File: config.mk
export PLATFORM = sky130hd
export DESIGN_NAME = cfg_stream_loader_flat
export DESIGN_NICKNAME = d
export VERILOG_FILES = /design/src/rtl/cfg_loader_pkg.sv /design/src/rtl/cfg_stream_loader_if.sv /design/src/rtl/cfg_word_serializer.sv /design/src/rtl/cfg_stream_loader.sv /design/src/flat_wrapper.sv
export SDC_FILE = /design/constraint.sdc
export NUM_CORES = 1
export LEC_CHECK = 0
export ABC_AREA = 0
export CAP_MARGIN = 10
export CORE_MARGIN = 2
export CORE_UTILIZATION = 50
export CTS_BUF_LIST = sky130_fd_sc_hd__clkbuf_4 sky130_fd_sc_hd__clkbuf_8 sky130_fd_sc_hd__clkbuf_16
export CTS_CLUSTER_SIZE = 25
export DETAILED_ROUTE_END_ITERATION = 12
export GPL_ROUTABILITY_DRIVEN = 0
export PLACE_DENSITY = 0.74
export SYNTH_ARGS = -nofsm -noshare
export SYNTH_HDL_FRONTEND = slang
export SYNTH_SLANG_ARGS = --single-unit
File: constraint.sdc
create_clock -name prog_clk -period 2.3 [get_ports prog_clk]
set_clock_uncertainty 0.1 [all_clocks]
set_input_delay 0.575 -clock prog_clk [delete_from_list [all_inputs] [get_ports prog_clk]]
set_output_delay 0.575 -clock prog_clk [all_outputs]
set_load 0.02 [all_outputs]
File: src/rtl/cfg_loader_pkg.sv
// Shared constants and helpers for the configuration-chain loader.
// Holds the FSM state encodings, the word-count derivation, a counter-width
// helper and the default chain geometry shared with the core.
package cfg_loader_pkg;

   localparam int unsigned DEF_NUM_BITS = 4416;
   localparam int unsigned DEF_WORD_W   = 32;

   // Loader FSM state encodings
   localparam logic [1:0] ST_IDLE   = 2'd0;
   localparam logic [1:0] ST_CRST   = 2'd1;
   localparam logic [1:0] ST_STREAM = 2'd2;
   localparam logic [1:0] ST_DONE   = 2'd3;

   // Words needed to carry nb chain bits in ww-bit words
   function automatic int unsigned num_words(input int unsigned nb, input int unsigned ww);
      return (nb + ww - 1) / ww;
   endfunction

   // Bits needed for a counter that reaches max_val
   function automatic int unsigned cnt_w(input int unsigned max_val);
      return (max_val < 2) ? 1 : $clog2(max_val + 1);
   endfunction

endpackage

File: src/rtl/cfg_stream_loader_if.sv
// Bitstream word stream: valid/ready handshake carrying one word per transfer.
// master drives s_data/s_valid, slave returns s_ready.
interface cfg_stream_loader_if
   import cfg_loader_pkg::*;
#(
   parameter int unsigned WORD_W = DEF_WORD_W
);
   logic [WORD_W-1:0] s_data;
   logic              s_valid;
   logic              s_ready;

   modport master (output s_data, output s_valid, input s_ready);
   modport slave  (input s_data, input s_valid, output s_ready);
endinterface

File: src/rtl/cfg_word_serializer.sv
// Word-to-bit serializer: one-word holding register feeding a shift register.
// Ports: clk/rst_n; clear re-arms for a new pass; active = FSM in STREAM this
// cycle, active_next = FSM in STREAM next cycle; s_data/s_valid/s_ready word
// handshake; bit_out/bit_en registered serial bit and enable; last_c is high
// in the cycle that presents the final chain bit.
module cfg_word_serializer
   import cfg_loader_pkg::*;
#(
   parameter int unsigned NUM_BITS = DEF_NUM_BITS,
   parameter int unsigned WORD_W   = DEF_WORD_W
) (
   input  logic              clk,
   input  logic              rst_n,
   input  logic              clear,
   input  logic              active,
   input  logic              active_next,
   input  logic [WORD_W-1:0] s_data,
   input  logic              s_valid,
   output logic              s_ready,
   output logic              bit_out,
   output logic              bit_en,
   output logic              last_c
);
   localparam int unsigned NUM_WORDS = num_words(NUM_BITS, WORD_W);
   localparam int unsigned BIT_CW    = cnt_w(NUM_BITS);
   localparam int unsigned WORD_CW   = cnt_w(NUM_WORDS);
   localparam int unsigned SH_CW     = cnt_w(WORD_W);

   logic [WORD_W-1:0]  hold;
   logic               hold_full;
   logic [WORD_W-1:0]  shreg;
   logic [SH_CW-1:0]   sh_left;
   logic [WORD_CW-1:0] words;
   logic [BIT_CW-1:0]  bits_left;

   logic               present_c;
   logic               refill_c;
   logic               take_c;
   logic               hold_full_nx;
   logic [WORD_CW-1:0] words_nx;
   logic               ready_nx;

   // A bit goes out whenever the pass is unfinished and shreg or hold has data;
   // an empty shreg refills from hold in the same cycle so streaming is gapless.
   assign present_c    = active && (bits_left != '0) && ((sh_left != '0) || hold_full);
   assign refill_c     = present_c && (sh_left == '0);
   assign take_c       = s_valid && s_ready;
   assign last_c       = present_c && (bits_left == BIT_CW'(1));
   assign hold_full_nx = take_c || (hold_full && !refill_c);
   assign words_nx     = words + WORD_CW'(take_c);
   assign ready_nx     = !hold_full_nx && active_next && (words_nx < WORD_CW'(NUM_WORDS));

   // Datapath registers; a take and a refill in one cycle read the old hold
   always_ff @(posedge clk or negedge rst_n) begin
      if (!rst_n) begin
         hold      <= '0;
         hold_full <= 1'b0;
         shreg     <= '0;
         sh_left   <= '0;
         words     <= '0;
         bits_left <= '0;
         s_ready   <= 1'b0;
         bit_out   <= 1'b0;
         bit_en    <= 1'b0;
      end else if (clear) begin
         hold_full <= 1'b0;
         sh_left   <= '0;
         words     <= '0;
         bits_left <= BIT_CW'(NUM_BITS);
         s_ready   <= active_next;
         bit_en    <= 1'b0;
      end else begin
         s_ready   <= ready_nx;
         bit_en    <= present_c;
         hold_full <= hold_full_nx;
         words     <= words_nx;
         if (take_c) hold <= s_data;
         if (present_c) begin
            bits_left <= bits_left - BIT_CW'(1);
            if (refill_c) begin
               bit_out <= hold[0];
               shreg   <= hold >> 1;
               sh_left <= SH_CW'(WORD_W - 1);
            end else begin
               bit_out <= shreg[0];
               shreg   <= shreg >> 1;
               sh_left <= sh_left - SH_CW'(1);
            end
         end
      end
   end

endmodule

File: src/rtl/cfg_stream_loader.sv
// Configuration master for the core serial programming chain.
// Ports: prog_clk clock, rst async active-low reset; start/verify begin a
// load or a readback-compare pass; s (slave) bitstream word stream;
// prog_in/prog_en serial chain drive, prog_out chain return; core_rst
// active-low core reset; busy/done pass status; error/mismatch_cnt verify result.
module cfg_stream_loader
   import cfg_loader_pkg::*;
#(
   parameter int unsigned NUM_BITS   = DEF_NUM_BITS,
   parameter int unsigned WORD_W     = DEF_WORD_W,
   parameter int unsigned RST_CYCLES = 10,
   parameter int unsigned CNT_W      = 16
) (
   input  logic             prog_clk,
   input  logic             rst,
   input  logic             start,
   input  logic             verify,
   cfg_stream_loader_if.slave s,
   output logic             prog_in,
   output logic             prog_en,
   input  logic             prog_out,
   output logic             core_rst,
   output logic             busy,
   output logic             done,
   output logic             error,
   output logic [CNT_W-1:0] mismatch_cnt
);
   localparam int unsigned RST_CW = cnt_w(RST_CYCLES);

   logic [1:0]        state;
   logic [1:0]        state_nx;
   logic [RST_CW-1:0] rst_cnt;
   logic              ver_q;
   logic              start_acc_c;
   logic              last_c;
   logic              ready;
   logic              core_rst_nx;
   logic              busy_nx;
   logic              done_nx;

   assign s.s_ready = ready;

   // State register
   always_ff @(posedge prog_clk or negedge rst) begin
      if (!rst) state <= ST_IDLE;
      else      state <= state_nx;
   end

   // Next state and next registered-output values
   always_comb begin
      state_nx    = state;
      start_acc_c = 1'b0;
      core_rst_nx = 1'b1;
      busy_nx     = 1'b0;
      done_nx     = 1'b0;
      case (state)
         ST_IDLE: begin
            if (start) begin
               start_acc_c = 1'b1;
               state_nx    = verify ? ST_STREAM : ST_CRST;
            end
         end
         ST_CRST:   if (rst_cnt == RST_CW'(RST_CYCLES - 1)) state_nx = ST_STREAM;
         ST_STREAM: if (last_c) state_nx = ST_DONE;
         ST_DONE:   state_nx = ST_IDLE;
         default:   state_nx = ST_IDLE;
      endcase
      core_rst_nx = (state_nx != ST_CRST);
      busy_nx     = (state_nx == ST_CRST) || (state_nx == ST_STREAM);
      done_nx     = (state_nx == ST_DONE);
   end

   // Status outputs and core-reset timer
   always_ff @(posedge prog_clk or negedge rst) begin
      if (!rst) begin
         core_rst <= 1'b1;
         busy     <= 1'b0;
         done     <= 1'b0;
         rst_cnt  <= '0;
      end else begin
         core_rst <= core_rst_nx;
         busy     <= busy_nx;
         done     <= done_nx;
         rst_cnt  <= (state == ST_CRST) ? rst_cnt + RST_CW'(1) : '0;
      end
   end

   // Verify comparator: prog_out carries the previous pass's copy of the bit being shifted
   always_ff @(posedge prog_clk or negedge rst) begin
      if (!rst) begin
         ver_q        <= 1'b0;
         error        <= 1'b0;
         mismatch_cnt <= '0;
      end else if (start_acc_c) begin
         ver_q        <= verify;
         error        <= 1'b0;
         mismatch_cnt <= '0;
      end else if (prog_en && ver_q && (prog_out != prog_in)) begin
         error <= 1'b1;
         if (mismatch_cnt != {CNT_W{1'b1}}) mismatch_cnt <= mismatch_cnt + CNT_W'(1);
      end
   end

   cfg_word_serializer #(
      .NUM_BITS (NUM_BITS),
      .WORD_W   (WORD_W)
   ) u_ser (
      .clk         (prog_clk),
      .rst_n       (rst),
      .clear       (start_acc_c),
      .active      (state == ST_STREAM),
      .active_next (state_nx == ST_STREAM),
      .s_data      (s.s_data),
      .s_valid     (s.s_valid),
      .s_ready     (ready),
      .bit_out     (prog_in),
      .bit_en      (prog_en),
      .last_c      (last_c)
   );

endmodule
File: src/flat_wrapper.sv
// flat-port wrapper written by rule: the top's interface ports become plain ports
module cfg_stream_loader_flat import cfg_loader_pkg::*;
#(
   parameter int unsigned NUM_BITS   = DEF_NUM_BITS,
   parameter int unsigned WORD_W     = DEF_WORD_W,
   parameter int unsigned RST_CYCLES = 10,
   parameter int unsigned CNT_W      = 16
)
  (prog_clk, rst, start, verify, prog_in, prog_en, prog_out, core_rst, busy, done, error, mismatch_cnt, s_s_data, s_s_valid, s_s_ready);
  cfg_stream_loader_if #(.WORD_W(WORD_W)) s_i ();
  input  logic prog_clk;
  input  logic rst;
  input  logic start;
  input  logic verify;
  output logic prog_in;
  output logic prog_en;
  input  logic prog_out;
  output logic core_rst;
  output logic busy;
  output logic done;
  output logic error;
  output logic [CNT_W-1:0] mismatch_cnt;
  input wire logic [$bits(s_i.s_data)-1:0] s_s_data;
  input wire logic [$bits(s_i.s_valid)-1:0] s_s_valid;
  output wire logic [$bits(s_i.s_ready)-1:0] s_s_ready;
  assign s_i.s_data = s_s_data;
  assign s_i.s_valid = s_s_valid;
  assign s_s_ready = s_i.s_ready;
  cfg_stream_loader #(.NUM_BITS(NUM_BITS), .WORD_W(WORD_W), .RST_CYCLES(RST_CYCLES), .CNT_W(CNT_W)) u_core (.prog_clk(prog_clk), .rst(rst), .start(start), .verify(verify), .s(s_i), .prog_in(prog_in), .prog_en(prog_en), .prog_out(prog_out), .core_rst(core_rst), .busy(busy), .done(done), .error(error), .mismatch_cnt(mismatch_cnt));
endmodule
* Word level (Yosys, flattened, before mapping)
Cells that the tools add are included.
** Word-level totals
- Flip-flop bits (word level) :: 122
- Output and inout port bits :: 23
** Cells by class
- Add/sub/neg operators :: 5
- Order comparisons :: 1
- Equality and inequality tests :: 11
- Mux-type cells :: 24
- Bitwise logic cells :: 1
- Reductions and logical operators :: 25
** Operators by type and width (count)
- 16-bit 2-to-1 mux :: 3
- 31-bit 2-to-1 mux :: 1
- 13-bit 2-to-1 mux :: 2
- 6-bit 2-to-1 mux :: 3
- 16-bit by 1-bit adder with 16-bit output, second input constant :: 1
- 16-bit != test, second input constant :: 1
- 13-bit by 1-bit equality test with 1-bit output, second input constant :: 1
- 13-bit nonzero test :: 1
- 13-bit by 1-bit subtractor with 13-bit output, second input constant :: 1
- 1-bit logical AND :: 10
- 8-bit by 1-bit adder with 8-bit output :: 1
- 2-bit equality test, second input constant :: 4
- 8-bit less-than comparator, second input constant :: 1
- 1-bit 2-to-1 mux :: 8
- 2-bit 2-to-1 mux :: 4
- 8-bit 2-to-1 mux :: 1
- 2-bit one-hot mux with 4 select lines :: 1
- 6-bit zero test :: 1
- 2-bit AND reduction :: 3
- 2-bit nonzero test :: 3
- 6-bit nonzero test :: 1
- 6-bit by 1-bit subtractor with 6-bit output, second input constant :: 1
- 4-bit by 1-bit adder with 4-bit output, second input constant :: 1
- 2-bit by 1-bit equality test with 1-bit output, second input constant :: 2
- other kinds (8) :: 11

* Longest topological paths before layout
- Depth in word-level cells :: 11
- Depth in mapped cells :: 12
- Mapped depth without buffers :: 10

* Modules after synthesis
A second synthesis with hierarchy kept.
** Second synthesis, totals
- Cells, all modules :: 517
- Area total of the unflattened synthesis :: 5711.7 µm²
** By module, submodules not included
- cfg_word_serializer :: times used 1, cells an instance 366, area each 4216.5 µm², sequential area each 2352.3 µm²
- cfg_stream_loader :: times used 1, cells an instance 151, area each 1495.2 µm², sequential area each 676.9 µm²

* Least setup slack after synthesis
No wires, ideal clock.
- Path kind :: register to register
- Start :: register u_core.u_ser.sh_left[0]
- End :: register u_core.busy
- Setup time :: 126 ps
- Arrival time :: 2323 ps
- Data required time :: 2074 ps
- Setup slack :: -249 ps
- Cell stages (with the launch flop) :: 11
- Clock period less this slack :: 2549 ps
- Path through :: dfrtp_1 inv_1 ha_1 or3b_2 or2_1 buf_2 nand2_4 inv_4 buf_4 a41o_1 ha_1
** Between the ends
- Longest elaborated chain between the ends :: 8
- Elaborated cells on any way between the ends :: 9
** Ends and longest elaborated chain
- start: declaration :: line cfg_word_serializer.sv:32 : logic [SH_CW-1:0] sh_left;
- start signal: assignment :: line cfg_word_serializer.sv:83 : sh_left <= SH_CW'(WORD_W - 1);
- start signal: assignment :: line cfg_word_serializer.sv:87 : sh_left <= sh_left - SH_CW'(1);
- 6-bit nonzero test (*) :: line cfg_word_serializer.sv:45 : assign present_c = active && (bits_left != '0) && ((sh_left != '0) || hold_full);
- 1-bit logical OR (*) :: line cfg_word_serializer.sv:45
- 1-bit logical AND (*) :: line cfg_word_serializer.sv:45
- 1-bit logical AND (*) :: line cfg_word_serializer.sv:48 : assign last_c = present_c && (bits_left == BIT_CW'(1));
- 2-bit 2-to-1 mux (*) :: line cfg_stream_loader.sv:64 : ST_STREAM: if (last_c) state_nx = ST_DONE;
- 2-bit one-hot mux with 4 select lines (*) :: line cfg_stream_loader.sv:56 : case (state)
- net u_core.state_nx[0] :: line cfg_stream_loader.sv:31 : logic [1:0] state_nx;
- 2-bit by 1-bit equality test with 1-bit output or 2-bit equality test (tied branches) :: line cfg_stream_loader.sv:69 : busy_nx = (state_nx == ST_CRST) || (state_nx == ST_STREAM);
- 1-bit logical OR (*) :: line cfg_stream_loader.sv:69
- net u_core.busy_nx :: line cfg_stream_loader.sv:38 : logic busy_nx;
- end signal: assignment :: line cfg_stream_loader.sv:82 : busy <= busy_nx;
- end: declaration :: line cfg_stream_loader.sv:23 : output logic busy,
Mark *: on every way through the listed nets, which the timed path passes. The rest lies on a longest branch.
A chain may end at the register's enable or synchronous reset.

* Worst setup path in the final report
- Start :: register u_core.u_ser.bits_left[1]
- End :: register u_core.u_ser.bits_left[10]
** Between the ends
- Longest elaborated chain between the ends :: 4
- Elaborated cells on any way between the ends :: 7
** Ends and longest elaborated chain
- start: declaration :: line cfg_word_serializer.sv:34 : logic [BIT_CW-1:0] bits_left;
- start signal: assignment :: line cfg_word_serializer.sv:69 : bits_left <= BIT_CW'(NUM_BITS);
- start signal: assignment :: line cfg_word_serializer.sv:79 : bits_left <= bits_left - BIT_CW'(1);
- parallel branches: the longest is 4 deep, another holds 13-bit by 1-bit subtractor with 13-bit output
Several ways; the timed one is not identified. The select of a mux whose other input is x is not followed.

==> results.yml <==
worst_setup_path:
  critPathTopFamily: "simple AND/OR/NAND/NOR gates"
  reg2reg_depth: 6
  timing.rr.start: "u_core.u_ser.bits_left[1]"
  start_kind: "register"
  worstPathCellList: "inv_2 -> ha_2 -> or3b_4 -> or4_4 -> or4_1 -> a21oi_1"
  cp-end-kind: "register"
  crit_buf_inv: 1
  reg2reg_to: "u_core.u_ser.bits_left[10]"
  cpMaxStageDelayCell: "or4_4"
  criticalPathCategory: "register to register"
  critPathMaxStageDelay_ns: 0.48
  critical_path_arrival_ns: 2.49
  r2r_slack_ns: 0.05
  crit_required_ns: 2.54
  worst-path-max-fanout: 3
floorplanning:
  core_area_um2: 12000
  die_h_um: 115
  die_w_um: 115
  rows: 40
  io_pins: 61
  die_area_um2: 13200
  start_util_pct: 51.1
worst_hold_path:
  hold_path_class: "register to register"
  min-delay-start: "u_core.u_ser.hold[4]"
  hold_end: "u_core.u_ser.hold[4]"
  whs_path_depth: 1
power:
  power_frac_clock_pct: 26.1
  swShare_pct: 31.6
  power_density_nw_per_um2: 1300
  internal_power_mw: 6.96
  peakVddDrop_mv: 0.567
  p_seq_share_pct: 33.8
  p_leak_nw: 3.48
  switching_power_mw: 3.21
  p_comb_share_pct: 40.1
synth:
  synth.avg_cell_area_um2: 12.1
  yosys.area.top_type: "dfrtp_1"
  netlist_area_um2: 6140
  ys.flop_type: "dfrtp_1"
  synthTopCellsByArea: "dfrtp_1 (49%), mux2_4 (11%), mux2_2 (8.6%)"
  async_flop_share_pct: 100
  synth_common_cells: "dfrtp_1 (120), mux2_2 (47), mux2_4 (45)"
  synthMostInstantiatedCell: "dfrtp_1"
  synth_top_area_share_pct: 48.9
  syn_nets: 558
  synth_top_family_by_area: "multiplexers"
  synth_edf_count: 0
  synthCells: 508
  yosysWarnings: 0
  synth.distinct_cells: 55
  synthMuxAreaShare_pct: 22.1
  synthXorXnorAreaFrac_pct: 1.28
  ys_seq_area_share_pct: 49.3
  synthSimpleGateAreaFrac_pct: 14.0
  synth_adder_area_share_pct: 2.44
  synth_compound_area_share_pct: 7.58
  ys_ff_latch: 121
sta:
  slew_headroom_pct: 62.3
  period_share_pct: 98.0
  finalSetupViolCount: 0
  finalMaxSlewViolations: 0
  tightest_slew_ns: 0.561
  final_hold_viol_count: 0
  rsz0062_at_grt: "yes"
  fin_crit_ns: 2.25
  fmax_mhz: 444
layout:
  syn_to_final_growth_pct: 27.7
  drive_gt1_share_pct: 31.1
  fin_cells: 761
  antennaDiodeCount: 0
  final_nets: 651
  nFillCells: 892
  final_area_um2: 7840
grt:
  grt_max_degree: 61
  grt_use_met2_pct: 35.2
  grt_pass1_wl_um: 21900
  overflow: 0
  met3_usage_pct: 4.64
  grt_pass1_vias: 4498
  grt_busiest_layer: "met2"
  met1_usage_pct: 26.8
  antenna_found_initial: 0
  grtUsageTotal_pct: 21.1
placement:
  place_area_um2: 7170
  place_inst: 727
  dp_hpwl_um: 8560
  port_buffers: 60
clocking:
  clock-sinks: 121
  clkLatencyLatePin_ns: 0.41
  cts-root-buf: "clkbuf_16"
  clockBufferDepth: 2
  clk_pin_slew_worst_paths_ns: 0.05
  cts_buffers: 17
  htree_levels: 4
  tritoncts: "done"
detailed_routing:
  ant_nets: 0
  dr.pass1.iters: 4
  vias_per_cell: 5.78
  vias: 4400
  routedWlPerCell_um: 16.9
  drcViolationCount: 0
  drt-total-wl_um: 12900
  initialDrtViolationCount: 310
job:
  max-cap-violations: 0
status:
  status: "complete, no violations"
==> worst max path at each step <==
stage                                         start                         end  slack (ns)  cells after the start
after floorplan             u_core.u_ser.sh_left[0]                 u_core.busy       -0.04                     10
after global placement                    s_s_valid        u_core.u_ser.s_ready       -0.30                      8
after detailed placement                  s_s_valid        u_core.u_ser.s_ready       -0.37                      8
after CTS                   u_core.u_ser.sh_left[0]        u_core.u_ser.s_ready       0.008                     10
after global routing                      s_s_valid        u_core.u_ser.s_ready       -0.03                      8
final                     u_core.u_ser.bits_left[1]  u_core.u_ser.bits_left[10]        0.05                      6
==> layer usage <==
metal / share of wire [%] / up-vias
li1: - / 2066
met1: 44 / 2210
met2: 51 / 111
met3: 4.1 / 13
met4: 1.5 / 0
met5: 0 / -
==> through the flow <==
| stage | utilization [%] | power (mW) | hold slack, ns | setup TNS (ns) | setup WS (ns) |
|---|---|---|---|---|---|
| 2_1_floorplan | - | 6.33 | 0.179 | -0.0634 | -0.0441 |
| 3_3_place_gp | 59.7 | 7.26 | 0.357 | -6.08 | -0.300 |
| 3_5_place_dp | 59.7 | 7.44 | 0.361 | -7.88 | -0.370 |
| 4_1_cts | 64.8 | 10.2 | 0.404 | 0 | 0.00809 |
| 5_1_grt | 65.3 | 10.8 | 0.421 | -0.0375 | -0.0318 |
| 6_report | 65.3 | 10.2 | 0.405 | 0 | 0.0458 |
==> flip-flops by register name, summed over array words and instances, names as in the netlist <==
name / count
u_core.rst_cnt: 4
u_core.u_ser.s_ready: 1
u_core.ver_q: 1
u_core.done: 1
u_core.error: 1
u_core.u_ser.bit_out: 1
u_core.core_rst: 1
u_core.busy: 1
u_core.u_ser.hold_full: 1
u_core.u_ser.hold: 32
u_core.mismatch_cnt: 16
u_core.u_ser.shreg: 31
u_core.u_ser.bits_left: 13
u_core.u_ser.bit_en: 1
u_core.u_ser.words: 8
u_core.u_ser.sh_left: 6
u_core.state: 2
==> layout by cell type, fill, tap and decap left out, types with 13 or more instances in the layout <==
master / count
or4_1: 13
buf_4: 33
mux2_2: 47
clkbuf_16: 17
mux2i_1: 14
o31ai_1: 13
nand2_1: 35
clkdlybuf4s50_1: 58
dfrtp_1: 120
mux2_4: 45
nor2_1: 15
a21oi_1: 20
==> area by class of cell <==
type | count | area [um^2] | share of cell area [%]
clock buffer | 21 | 480 | 6.13
clock inverter | 11 | 120 | 1.53
inverter | 15 | 63.8 | 0.814
multi-input combinational | 347 | 2990 | 38.2
sequential | 121 | 3030 | 38.6
tap | 147 | 184 | 2.35
timing repair buffer | 99 | 971 | 12.4
==> cell families after synthesis <==
group           after synthesis
flops                       121
compound gates               69
fa+ha+maj                    12
simple gates                150
mux                         107
xor+xnor                      9
buf+inv                      40
==> what timing repair did <==
item,in CTS,in global routing
buffers inserted,0,1
setup endpoints to repair,0,9
hold endpoints to repair,12,0
hold buffers,1,0
gates resized for setup,0,14
==> power by group through the flow <==
stage	Combinational (mW)	Clock, mW	Sequential, mW
final	4.08	2.66	3.44
after global routing	4.44	2.80	3.55
after CTS	4.04	2.71	3.43
after detailed placement	3.99	0	3.44
after global placement	3.86	0	3.40
after floorplan	2.94	0	3.39
Power figures use the tool's default switching activity.
